### config.mk
export PLATFORM = sky130hd
export DESIGN_NAME = count_capture
export DESIGN_NICKNAME = d
export VERILOG_FILES = /design/src/rtl/count_capture.sv
export SDC_FILE = /design/constraint.sdc
export NUM_CORES = 1
export LEC_CHECK = 0
export ABC_CLOCK_PERIOD_IN_PS = 3920
export CORE_ASPECT_RATIO = 1.2
export CORE_UTILIZATION = 42
export CTS_CLUSTER_DIAMETER = 40
export DETAILED_ROUTE_END_ITERATION = 7
export PLACE_DENSITY = 0.62
export SYNTH_ARGS = -nofsm -noshare
export SYNTH_HDL_FRONTEND = slang
export SYNTH_SLANG_ARGS = --single-unit
### constraint.sdc
create_clock -name clk -period 3.92 [get_ports clk]
set_input_delay 0.588 -clock clk [delete_from_list [all_inputs] [get_ports clk]]
set_output_delay 0.588 -clock clk [all_outputs]
set_load 0.005 [all_outputs]
### src/rtl/count_capture.sv
// count_capture: extends an upstream counter value with an overflow epoch and
// snapshots coherent {epoch, count} pairs into a small FIFO that drains over a
// valid/ready stream. Captures that find the FIFO full are dropped and counted
// instead of back-pressuring the counter.
module count_capture #(
    parameter int WIDTH       = 8,
    parameter int EPOCH_WIDTH = 8,
    parameter int DEPTH       = 4
) (
    input  logic                       clk,
    input  logic                       rst_n,
    input  logic [WIDTH-1:0]           count_in,
    input  logic                       overflow_in,
    input  logic                       enable_in,
    input  logic                       capture_in,
    input  logic                       clear_in,
    output logic                       m_valid,
    input  logic                       m_ready,
    output logic [WIDTH-1:0]           m_count,
    output logic [EPOCH_WIDTH-1:0]     m_epoch,
    output logic [$clog2(DEPTH+1)-1:0] fill,
    output logic                       dropped,
    output logic [7:0]                 drop_cnt
);

    localparam int PTR_W   = (DEPTH > 1) ? $clog2(DEPTH) : 1;
    localparam int FILL_W  = $clog2(DEPTH + 1);
    localparam int ENTRY_W = EPOCH_WIDTH + WIDTH;

    // State
    logic                   r_en_q;
    logic [EPOCH_WIDTH-1:0] r_epoch;
    logic [ENTRY_W-1:0]     r_mem [DEPTH];
    logic [PTR_W-1:0]       r_wr_ptr;
    logic [PTR_W-1:0]       r_rd_ptr;
    logic [FILL_W-1:0]      r_fill;
    logic                   r_dropped;
    logic [7:0]             r_drop_cnt;

    // Combinational control
    logic                   w_ovf_evt;
    logic [EPOCH_WIDTH-1:0] w_epoch_eff;
    logic                   w_full;
    logic                   w_valid;
    logic                   w_pop;
    logic                   w_push;
    logic                   w_drop;
    logic [ENTRY_W-1:0]     w_head;

    // The upstream overflow level persists while the counter is disabled, so
    // only the first cycle after an enabled cycle counts as a real wrap.
    assign w_ovf_evt   = overflow_in && r_en_q;
    // Fold a same-cycle wrap into the captured epoch so a count of 0 that has
    // just wrapped is tagged with the new epoch, not the old one.
    assign w_epoch_eff = r_epoch + EPOCH_WIDTH'(w_ovf_evt);

    assign w_full  = (r_fill == FILL_W'(DEPTH));
    assign w_valid = (r_fill != '0);
    assign w_pop   = w_valid && m_ready && !clear_in;
    // A pop in the same cycle frees the slot, so a full FIFO still accepts.
    assign w_push  = capture_in && !clear_in && (!w_full || w_pop);
    assign w_drop  = capture_in && !clear_in && !w_push;

    // Registered enable, used to qualify the overflow level as an event.
    // NOTE: all sequential state uses non-blocking assignments so every
    // register samples pre-edge values regardless of block ordering.
    always_ff @(posedge clk or negedge rst_n) begin
        if (!rst_n) begin
            r_en_q <= 1'b0;
        end else begin
            r_en_q <= enable_in;
        end
    end

    // Overflow epoch: counts qualified wraps, wraps silently, zeroed by clear.
    always_ff @(posedge clk or negedge rst_n) begin
        if (!rst_n) begin
            r_epoch <= '0;
        end else if (clear_in) begin
            r_epoch <= '0;
        end else if (w_ovf_evt) begin
            r_epoch <= r_epoch + EPOCH_WIDTH'(1);
        end
    end

    // FIFO storage write port.
    // NOTE: the entry array is deliberately left unreset; outputs are gated by
    // m_valid, so stale contents are never observable and reset stays cheap.
    always_ff @(posedge clk) begin
        if (w_push) begin
            r_mem[r_wr_ptr] <= {w_epoch_eff, count_in};
        end
    end

    // FIFO pointers and occupancy; clear empties the FIFO outright.
    always_ff @(posedge clk or negedge rst_n) begin
        if (!rst_n) begin
            r_wr_ptr <= '0;
            r_rd_ptr <= '0;
            r_fill   <= '0;
        end else if (clear_in) begin
            r_wr_ptr <= '0;
            r_rd_ptr <= '0;
            r_fill   <= '0;
        end else begin
            if (w_push) begin
                r_wr_ptr <= r_wr_ptr + PTR_W'(1);
            end
            if (w_pop) begin
                r_rd_ptr <= r_rd_ptr + PTR_W'(1);
            end
            case ({w_push, w_pop})
                2'b10:   r_fill <= r_fill + FILL_W'(1);
                2'b01:   r_fill <= r_fill - FILL_W'(1);
                default: r_fill <= r_fill;
            endcase
        end
    end

    // Drop status: sticky flag plus a saturating count of lost captures.
    always_ff @(posedge clk or negedge rst_n) begin
        if (!rst_n) begin
            r_dropped  <= 1'b0;
            r_drop_cnt <= '0;
        end else if (clear_in) begin
            r_dropped  <= 1'b0;
            r_drop_cnt <= '0;
        end else if (w_drop) begin
            r_dropped <= 1'b1;
            if (r_drop_cnt != 8'hFF) begin
                r_drop_cnt <= r_drop_cnt + 8'd1;
            end
        end
    end

    // Head entry comes straight from storage; it only changes on a push into
    // an empty FIFO or on a pop, so it is stable while stalled.
    assign w_head  = r_mem[r_rd_ptr];
    assign m_valid = w_valid;
    assign m_count = w_valid ? w_head[WIDTH-1:0] : '0;
    assign m_epoch = w_valid ? w_head[ENTRY_W-1:WIDTH] : '0;

    assign fill     = r_fill;
    assign dropped  = r_dropped;
    assign drop_cnt = r_drop_cnt;

endmodule

==> results of run 1 <==
## worst max path at each step
| stage | from | to | slack, ns | depth (start not counted) |
|---|---|---|---|---|
| 5_1_grt | fill[1] | m_epoch[6] | 0.88 | 4 |
| 6_report | r_rd_ptr[0] | m_epoch[0] | 1.07 | 4 |
| 3_5_place_dp | clear_in | r_mem[1][6] | 1.14 | 5 |
| 4_1_cts | r_rd_ptr[1] | m_epoch[0] | 0.99 | 3 |
| 2_1_floorplan | r_rd_ptr[0] | m_count[6] | 1.79 | 4 |
| 3_3_place_gp | clear_in | r_mem[1][12] | 1.21 | 5 |
## cells by family (layout without fill, tap and decap cells)
group / after synthesis / in the layout / synth area share [%]
multiplexers: 20 / 20 / 9.97
flip-flops: 89 / 89 / 63.4
AO/OA/AOI/OAI: 25 / 25 / 4.27
XOR/XNOR: 17 / 17 / 3.71
adder cells (fa/ha/maj): 9 / 9 / 2.99
AND/OR/NAND/NOR: 87 / 87 / 12.5
buffers and inverters: 22 / 69 / 3.15
## critical path, cell delays in order (launching register included)
cell             delay [ns]
dfrtp_1                0.39
buf_4                  0.34
mux4_2                 0.56
and2_1                 0.17
clkdlybuf4s50_1        0.43
## flip-flops by register name, summed over array words and instances (netlist names)
signal and flops:
r_mem 64, r_epoch 8, r_rd_ptr 2, r_en_q 1
drop_cnt 8, fill 3, dropped 1, r_wr_ptr 2
## layer usage
metal,global-route usage (%),part of all wire (%),up-vias
met5,0,0,-
met4,7.60,2.3,0
met3,2.16,2.8,14
met2,26.1,51,47
met1,18.8,44,1165
li1,-,-,1081
## area by class of cell
type / instances / area share (%)
clock inverter: 6 / 1.54
inverter: 7 / 0.557
multi-input combinational: 158 / 28.4
timing repair buffer: 46 / 9.60
clock buffer: 10 / 2.70
tap: 120 / 3.18
sequential: 89 / 54.0
## placed cells by master, fill, tap and decap left out, drive strengths merged, types with 3 or more instances in the layout
master / count
o31ai: 3
and2: 20
a31oi: 3
buf: 3
o21ai: 5
clkdlybuf4s50: 43
nor2: 17
ha: 8
dfrtp: 25
clkbuf: 10
nor3: 5
nand4: 4
edfxtp: 64
xor2: 10
nand2: 15
inv: 11
mux4: 16
mux2i: 4
a21oi: 4
xnor2: 7
nand3: 10
## per-stage QoR
| step | std cells | hold WS [ns] | power [uW] | utilization [%] |
|---|---|---|---|---|
| 6_report | 436 | 0.532 | 1940 | 51.4 |
| 2_1_floorplan | 269 | 0.292 | 1220 | - |
| 5_1_grt | 436 | 0.567 | 2030 | 51.4 |
| 4_1_cts | 436 | 0.545 | 1970 | 51.4 |
| 3_3_place_gp | 420 | 0.521 | 1330 | 49.3 |
| 3_5_place_dp | 420 | 0.531 | 1330 | 49.3 |
## where the power goes
group / switching (uW) / internal (uW)
Clock: 330 / 304
Combinational: 108 / 136
Sequential: 20.6 / 1040
Total: 459 / 1480
==> metrics, run 1 <==
I/O pin count 44; Slew Limit Fails 0; synth unique cells 43; largest net degree at the start of global routing 27; post-synthesis net count 293; core area 9180 sq um; Final Instance Area 4720 sq um; Initial Utilization 43.8%; asr flop ratio synth 28.1%; Post-synth EDFFs 64; register area 2550 sq um; maximum buffer depth of the clock tree 2; Main synth FF type edfxtp_1; H-Tree Depth 3; Yosys top cell area share 47.9%; Post-CTS Hold Buffers 0; Die W 91.3 microns; Achievable Freq 351 MHz; post-CTS sizing 0; clk_lat worst skew 0.35 ns; vias in the first global route 2361; hpwl dp 4.50 mm; Core Rows 38; initial antenna violation count 0; layout cells sized above 1 12.3%; drt via density 5.29; DR pass1 iterations 4; fin crit share 72.6%; worst-margin pin slew 0.846 ns; # port buffers 43; global-route congestion overflow total 0; R2R setup slack 1.78 ns; Leak Pwr 0.00170 uW; Tot GR Track Use 15.2%; Setup crit end kind primary output; startpoint types flop; R2R depth 3; Hold Crit Depth 2; max-cap viol count 0; worst min path class flop to flop; Worst Hold Path EP dropped; ANT nets after route 0; Slew HR 43.6%; number of synthesized register bits 89; Crit path arrival time 2.26 ns; P&R area growth vs syn 17.5%; CTS Root Cell clkbuf_8; Worst-path clk slew 0.09 ns; initial drt markers 83; setup bufs post-CTS 0; Synth top cells by count edfxtp_1 (64), dfrtp_1 (25), and2_1 (20); Crit Path Max Fanout 16; WL per Instance 15.7 microns; status finished clean; register area share after synthesis 63.4%; Sink Count 89; n_diodes 0; final wirelength 6.84 mm; critical path type flop to primary output; mean cell area of the mapped netlist 14.9 sq um; reg2reg end r_mem[1][13]; post-place setup slack 1.14 ns; CTS buffer count 9; GP Congestion 0.803; Fill cells 792; synthesized cell area 4020 sq um; pwr dens 410 nW/um^2; cells after synthesis 269; Multi-input gate area 1340 sq um; TNS Setup 0 ns; top-count cell post-synth edfxtp_1; Nets 335; reg-to-reg startpoint fill[1]; Final Hold Fails 0; clk_skew 0.00946 ns; first-pass GRT wire length 11.5 mm; final count of negative-setup-slack endpoints 0; Tmin final 2.85 ns; CP required 3.33 ns; die area 9960 sq um; YS warnings 0; RSZ-0062 raised after global routing false; Synth area leaders edfxtp_1 (48%), dfrtp_1 (16%), mux4_2 (9.0%); placed cell area 4520 sq um; post-synth top area cell edfxtp_1; peak supply drop 0.000149 V; die height 109 microns; hold_sp dropped; Vias 2307; final worst slack 1.07 ns; drc violations 0; CTS tree built
Note: power is estimated with default switching activity, not from simulation.
==> run 2, diff against run 1 <==
--- a/config.mk
+++ b/config.mk
@@ -5,7 +5,7 @@
 export SDC_FILE = /design/constraint.sdc
 export NUM_CORES = 1
 export LEC_CHECK = 0
-export ABC_CLOCK_PERIOD_IN_PS = 3920
+export ABC_CLOCK_PERIOD_IN_PS = 2700
 export CORE_ASPECT_RATIO = 1.2
 export CORE_UTILIZATION = 42
 export CTS_CLUSTER_DIAMETER = 40
==> constraint.sdc (replaced) <==
create_clock -name clk -period 2.7 [get_ports clk]
set_input_delay 0.405 -clock clk [delete_from_list [all_inputs] [get_ports clk]]
set_output_delay 0.405 -clock clk [all_outputs]
set_load 0.005 [all_outputs]
==> run 2 against run 1 <==
  * Highest routed layer unchanged
  * Via count grew 0.17%
  * Clock power grew 40%
  * Register-to-register slack lost 1.1 ns
  * Design area grew 1.1%
  * Count of clock-buffer cells in the layout grew 1
  * Combinational power grew 52%
  * Hold slack lost 0.12 ns
  * First-iteration DRC count grew 7.2%
==> metrics, run 2 (synthesis gave the netlist of run 1 again) <==
status finished clean; Tmin final 2.56 ns; core area 9180 sq um (unchanged); Reg with most FFs r_mem; startpoint types flop; DR pass1 iterations 4 (unchanged); first-pass GRT wire length 11.8 mm (+2.9%); Slew HR 65.0% (+21 points); initial drt markers 89 (+7.2%); Leak Pwr 0.00174 uW (+2.2%); # port buffers 43 (unchanged); global-route congestion overflow total 0 (unchanged); die height 109 microns (unchanged); peak supply drop 0.000226 V (+52%); post-place setup slack 0.359 ns (-0.779 ns); Die W 91.3 microns (unchanged); Sink Count 89 (unchanged); clk_skew 0.00744 ns (-0.00202 ns); CP max stage delay 0.55 ns (about the same); Crit path arrival time 2.15 ns (-0.11 ns); initial antenna violation count 0 (unchanged); maximum buffer depth of the clock tree 2 (unchanged); Worst-path clk slew 0.09 ns (about the same); pwr dens 585 nW/um^2 (+43%); worst min path class input pin to asynchronous set/reset pin; R2R setup slack 0.64 ns (-1.14 ns); Crit Path Max Fanout 13 (-3); crit path buf inv count 2 (unchanged); GP Congestion 0.759 (-5.5%); die area 9960 sq um (unchanged); final wirelength 7.01 mm (+2.6%); fin crit share 94.7%; ANT nets after route 0 (unchanged); register area 2550 sq um (unchanged); reg-to-reg startpoint fill[1]; Slew Limit Fails 0 (unchanged); n_diodes 0 (unchanged); H-Tree Depth 3 (unchanged); Core Rows 38 (unchanged); CTS Root Cell clkbuf_8; clk_lat worst skew 0.35 ns (about the same); CP top delay family buffers and inverters; CTS buffer count 9 (unchanged); Tot GR Track Use 15.8% (+0.59 points); vias in the first global route 2328 (-1.4%); reg2reg end fill[2]; largest net degree at the start of global routing 26 (-3.7%); Achievable Freq 391 MHz; CP required 2.30 ns (-1.03 ns); drt via density 5.19 (-1.9%); RSZ-0062 raised after global routing false; worst-margin pin slew 0.516 ns (-0.329 ns); final count of negative-setup-slack endpoints 0 (unchanged); setup bufs post-CTS 0 (unchanged); max-cap viol count 0 (unchanged); critical path type flop to primary output; R2R depth 6 (+3); final worst slack 0.142 ns (-0.931 ns); max reg flops 64 (unchanged); WL per Instance 15.8 microns (+0.48%); Nets 344 (+2.7%); commonest non-fill, non-tap cells in the layout edfxtp_1 (64), clkdlybuf4s50_1 (43), dfrtp_1 (25), and2_1 (20), nor2_1 (17); Vias 2311 (+0.17%); layout cells sized above 1 14.5% (+2.1 points); CTS tree built; I/O pin count 44 (unchanged); drc violations 0 (unchanged); P&R area growth vs syn 18.8%; Critical Path, Cell by Cell buf_4 -> mux4_2 -> and2_1 -> clkdlybuf4s50_1; Fill cells 781 (-1.4%); hpwl dp 4.66 mm (+3.6%); Multi-input gate area 1340 sq um (unchanged); Final Hold Fails 0 (unchanged); most common cell after layout, fill and taps aside edfxtp_1; slowest stage cell, crit path mux4_2; Setup crit end kind primary output; TNS Setup 0 ns (unchanged); Initial Utilization 43.8% (unchanged)
-- run 2: cell type report --
type,instances,area share [%]
sequential,89,53.4
multi-input combinational,158,28.1
clock inverter,5,1.15
timing repair buffer,55,10.9
inverter,7,0.550
clock buffer,11,2.75
tap,120,3.15
-- run 2: through the flow --
stage          area [sq um]  hold WS (ns)  std cells  utilization, %  total power (uW)
2_1_floorplan          4020         0.109        269               -              1770
3_3_place_gp           4590         0.519        429            50.0              1940
3_5_place_dp           4590         0.538        429            50.0              1940
4_1_cts                4770         0.411        445            52.0              2820
5_1_grt                4770         0.439        445            52.0              2920
6_report               4770         0.415        445            52.0              2790
-- run 2: power by group --
| group | switching (uW) | internal [uW] | leakage, uW |
|---|---|---|---|
| clock network | 462 | 428 | 0.0000914 |
| logic | 165 | 207 | 0.000711 |
| registers | 24.8 | 1510 | 0.000935 |
-- run 2: timing repair --
item | CTS | global route
setup endpoints to repair | 0 | 16
resized for setup | 0 | 1
hold buffers | 0 | 0
-- run 2: how the worst max path moves through the flow --
stage | start | endpoint | depth (start not counted)
after detailed placement | clear_in | fill[2] | 6
final | r_rd_ptr[0] | m_epoch[1] | 4
after floorplan | fill[1] | r_mem[0][0] | 5
after global placement | fill[1] | m_epoch[4] | 4
after CTS | fill[1] | m_epoch[6] | 4
after global routing | r_rd_ptr[0] | m_epoch[0] | 4
-- run 2: routing by layer --
layer	up-vias	global-route usage [%]	share of wire, %
met4	0	6.80	1.6
met5	-	0	0
met1	1157	20.4	46
li1	1100	-	-
met2	44	25.8	49
met3	10	3.49	3.5
==> run 3, diff against run 2 <==
--- a/config.mk
+++ b/config.mk
@@ -6,11 +6,13 @@
 export NUM_CORES = 1
 export LEC_CHECK = 0
 export ABC_CLOCK_PERIOD_IN_PS = 2700
+export CELL_PAD_IN_SITES_DETAIL_PLACEMENT = 0
+export CELL_PAD_IN_SITES_GLOBAL_PLACEMENT = 1
 export CORE_ASPECT_RATIO = 1.2
 export CORE_UTILIZATION = 42
 export CTS_CLUSTER_DIAMETER = 40
 export DETAILED_ROUTE_END_ITERATION = 7
-export PLACE_DENSITY = 0.62
+export PLACE_DENSITY = 0.72
 export SYNTH_ARGS = -nofsm -noshare
 export SYNTH_HDL_FRONTEND = slang
 export SYNTH_SLANG_ARGS = --single-unit
==> run 3 against run 2 <==
  * Via count shrank 0.78%
  * Critical path depth is the same
  * Power is essentially flat
  * Clock power shrank 1%
  * Maximum frequency grew 0.22%
  * Sequential cell count is the same
  * Utilization grew 0.59 points
  * Clock skew grew 0.0028 ns
  * Hold slack lost 0.016 ns
  * Critical path type unchanged
  * Critical endpoint is now m_epoch[0]
  * Highest routed layer unchanged
==> metrics, run 3 (synthesis gave the netlist of run 1 again) <==
status finished clean; clk_lat worst skew 0.36 ns (about the same); Reg with most FFs r_mem; CTS Root Cell clkbuf_8; TNS Setup 0 ns (unchanged); Sink Count 89 (unchanged); Initial Utilization 43.8% (unchanged); GP Congestion 0.835 (+10%); Achievable Freq 392 MHz (+0.22%); RSZ-0062 raised after global routing false; critical path type flop to primary output; CTS buffer count 9 (unchanged); worst-margin pin slew 0.543 ns (+0.0265 ns); CTS tree built; cell-internal power 2080 uW (-2.8%); P&R area growth vs syn 20.2%; worst min path class input pin to asynchronous set/reset pin; Reg power frac 55.0% (+0.2 points); final count of negative-setup-slack endpoints 0 (unchanged); Die W 91.3 microns (unchanged); Vias 2293 (-0.78%); DR pass1 iterations 4 (unchanged); initial antenna violation count 0 (unchanged); final wirelength 6.98 mm (-0.50%); Setup crit end kind primary output; max-cap viol count 0 (unchanged); vias in the first global route 2369 (+1.8%); Slew Limit Fails 0 (unchanged); Crit path arrival time 2.15 ns (about the same); I/O pin count 44 (unchanged); peak supply drop 0.000227 V (+0.60%); drt via density 5.13 (-1.2%); Nets 346 (+0.58%); Tot GR Track Use 15.5% (-0.27 points); max reg flops 64 (unchanged); Final Hold Fails 0 (unchanged); post-CTS sizing 0 (unchanged); Crit Path Max Fanout 16 (+3); Logic pwr share 13.5% (+0.2 points); n_diodes 0 (unchanged); largest net degree at the start of global routing 26 (unchanged); Sw Ratio 25.5% (+2.1 points); commonest non-fill, non-tap cells in the layout edfxtp_1 (64), clkdlybuf4s50_1 (43), dfrtp_1 (25), and2_1 (20), nor2_1 (17); core area 9180 sq um (unchanged); hpwl dp 4.66 mm (about the same); die height 109 microns (unchanged); Tmin final 2.55 ns (-0.00571 ns); Slew HR 63.2% (-1.8 points); CP required 2.30 ns (about the same); H-Tree Depth 3 (unchanged); pwr dens 579 nW/um^2 (-1.1%); Post-CTS Hold Buffers 0 (unchanged); Core Rows 38 (unchanged); clk_skew 0.0102 ns (+0.00276 ns); most common cell after layout, fill and taps aside edfxtp_1; fin crit share 94.5% (-0.21 points); NetSw 711 uW (+9.1%); post-place setup slack 0.433 ns (+0.0741 ns); first-pass GRT wire length 11.5 mm (-2.3%); global-route congestion overflow total 0 (unchanged); maximum buffer depth of the clock tree 2 (unchanged); initial drt markers 71 (-20%); Leak Pwr 0.00176 uW (+1.2%); ANT nets after route 0 (unchanged); setup bufs post-CTS 0 (unchanged); layout cells sized above 1 16.2% (+1.7 points); clock network power share 31.5% (-0.3 points); final worst slack 0.148 ns (+0.00571 ns); WL per Instance 15.6 microns (-0.94%); drc violations 0 (unchanged); Worst-path clk slew 0.10 ns (about the same); startpoint types flop; die area 9960 sq um (unchanged); # port buffers 43 (unchanged)
[run 3: worst max-delay path: stages, from the launching register on]
cell and delay (ns):
dfrtp_1 0.45, buf_12 0.22, mux4_2 0.53, and2_1 0.17, clkdlybuf4s50_1 0.43
[run 3: power by group through the flow]
| stage | sequential [uW] | combinational [uW] | clock (uW) |
|---|---|---|---|
| 2_1_floorplan | 1550 | 220 | 0 |
| 3_3_place_gp | 1560 | 382 | 0 |
| 3_5_place_dp | 1570 | 383 | 0 |
| 4_1_cts | 1540 | 385 | 910 |
| 5_1_grt | 1540 | 419 | 959 |
| 6_report | 1540 | 377 | 880 |
[run 3: path summary, 6_finish.rpt]
| check | startpoint | to | slack [ns] | cells past startpoint |
|---|---|---|---|---|
| min in group clk | enable_in | r_en_q | 0.48 | 1 |
| setup reg to reg | fill[1] | r_mem[0][7] | 0.73 | 4 |
| hold reg to reg | dropped | dropped | 0.54 | 2 |
| setup / recovery | r_rd_ptr[0] | m_epoch[0] | 0.15 | 4 |
| max in group asynchronous | rst_n | r_rd_ptr[0] | 2.05 | 2 |
| hold / removal | rst_n | r_epoch[5] | 0.40 | 2 |
[run 3: area by class of cell]
| class | instances | area, sq um |
|---|---|---|
| tap | 120 | 150 |
| multi-input combinational | 158 | 1350 |
| sequential | 89 | 2550 |
| timing repair buffer | 57 | 561 |
| clock buffer | 9 | 124 |
| inverter | 7 | 26.3 |
| clock inverter | 7 | 71.3 |
| fill | 787 | 4350 |
[run 3: per-layer routing]
metal	track usage [%]	part of all wire, %
met1	19.0	45
met2	26.7	51
met5	0	0
met3	3.21	3.6
met4	6.69	0.86
[run 3: metrics by stage]
stage | power, uW | instances | hold slack [ns] | cell area (sq um) | utilization (%)
floorplan | 1770 | 269 | 0.109 | 4020 | -
global placement | 1950 | 431 | 0.530 | 4630 | 50.4
detailed placement | 1950 | 431 | 0.525 | 4630 | 50.4
CTS | 2830 | 447 | 0.406 | 4820 | 52.5
global route | 2920 | 447 | 0.425 | 4830 | 52.6
finish | 2790 | 447 | 0.399 | 4830 | 52.6
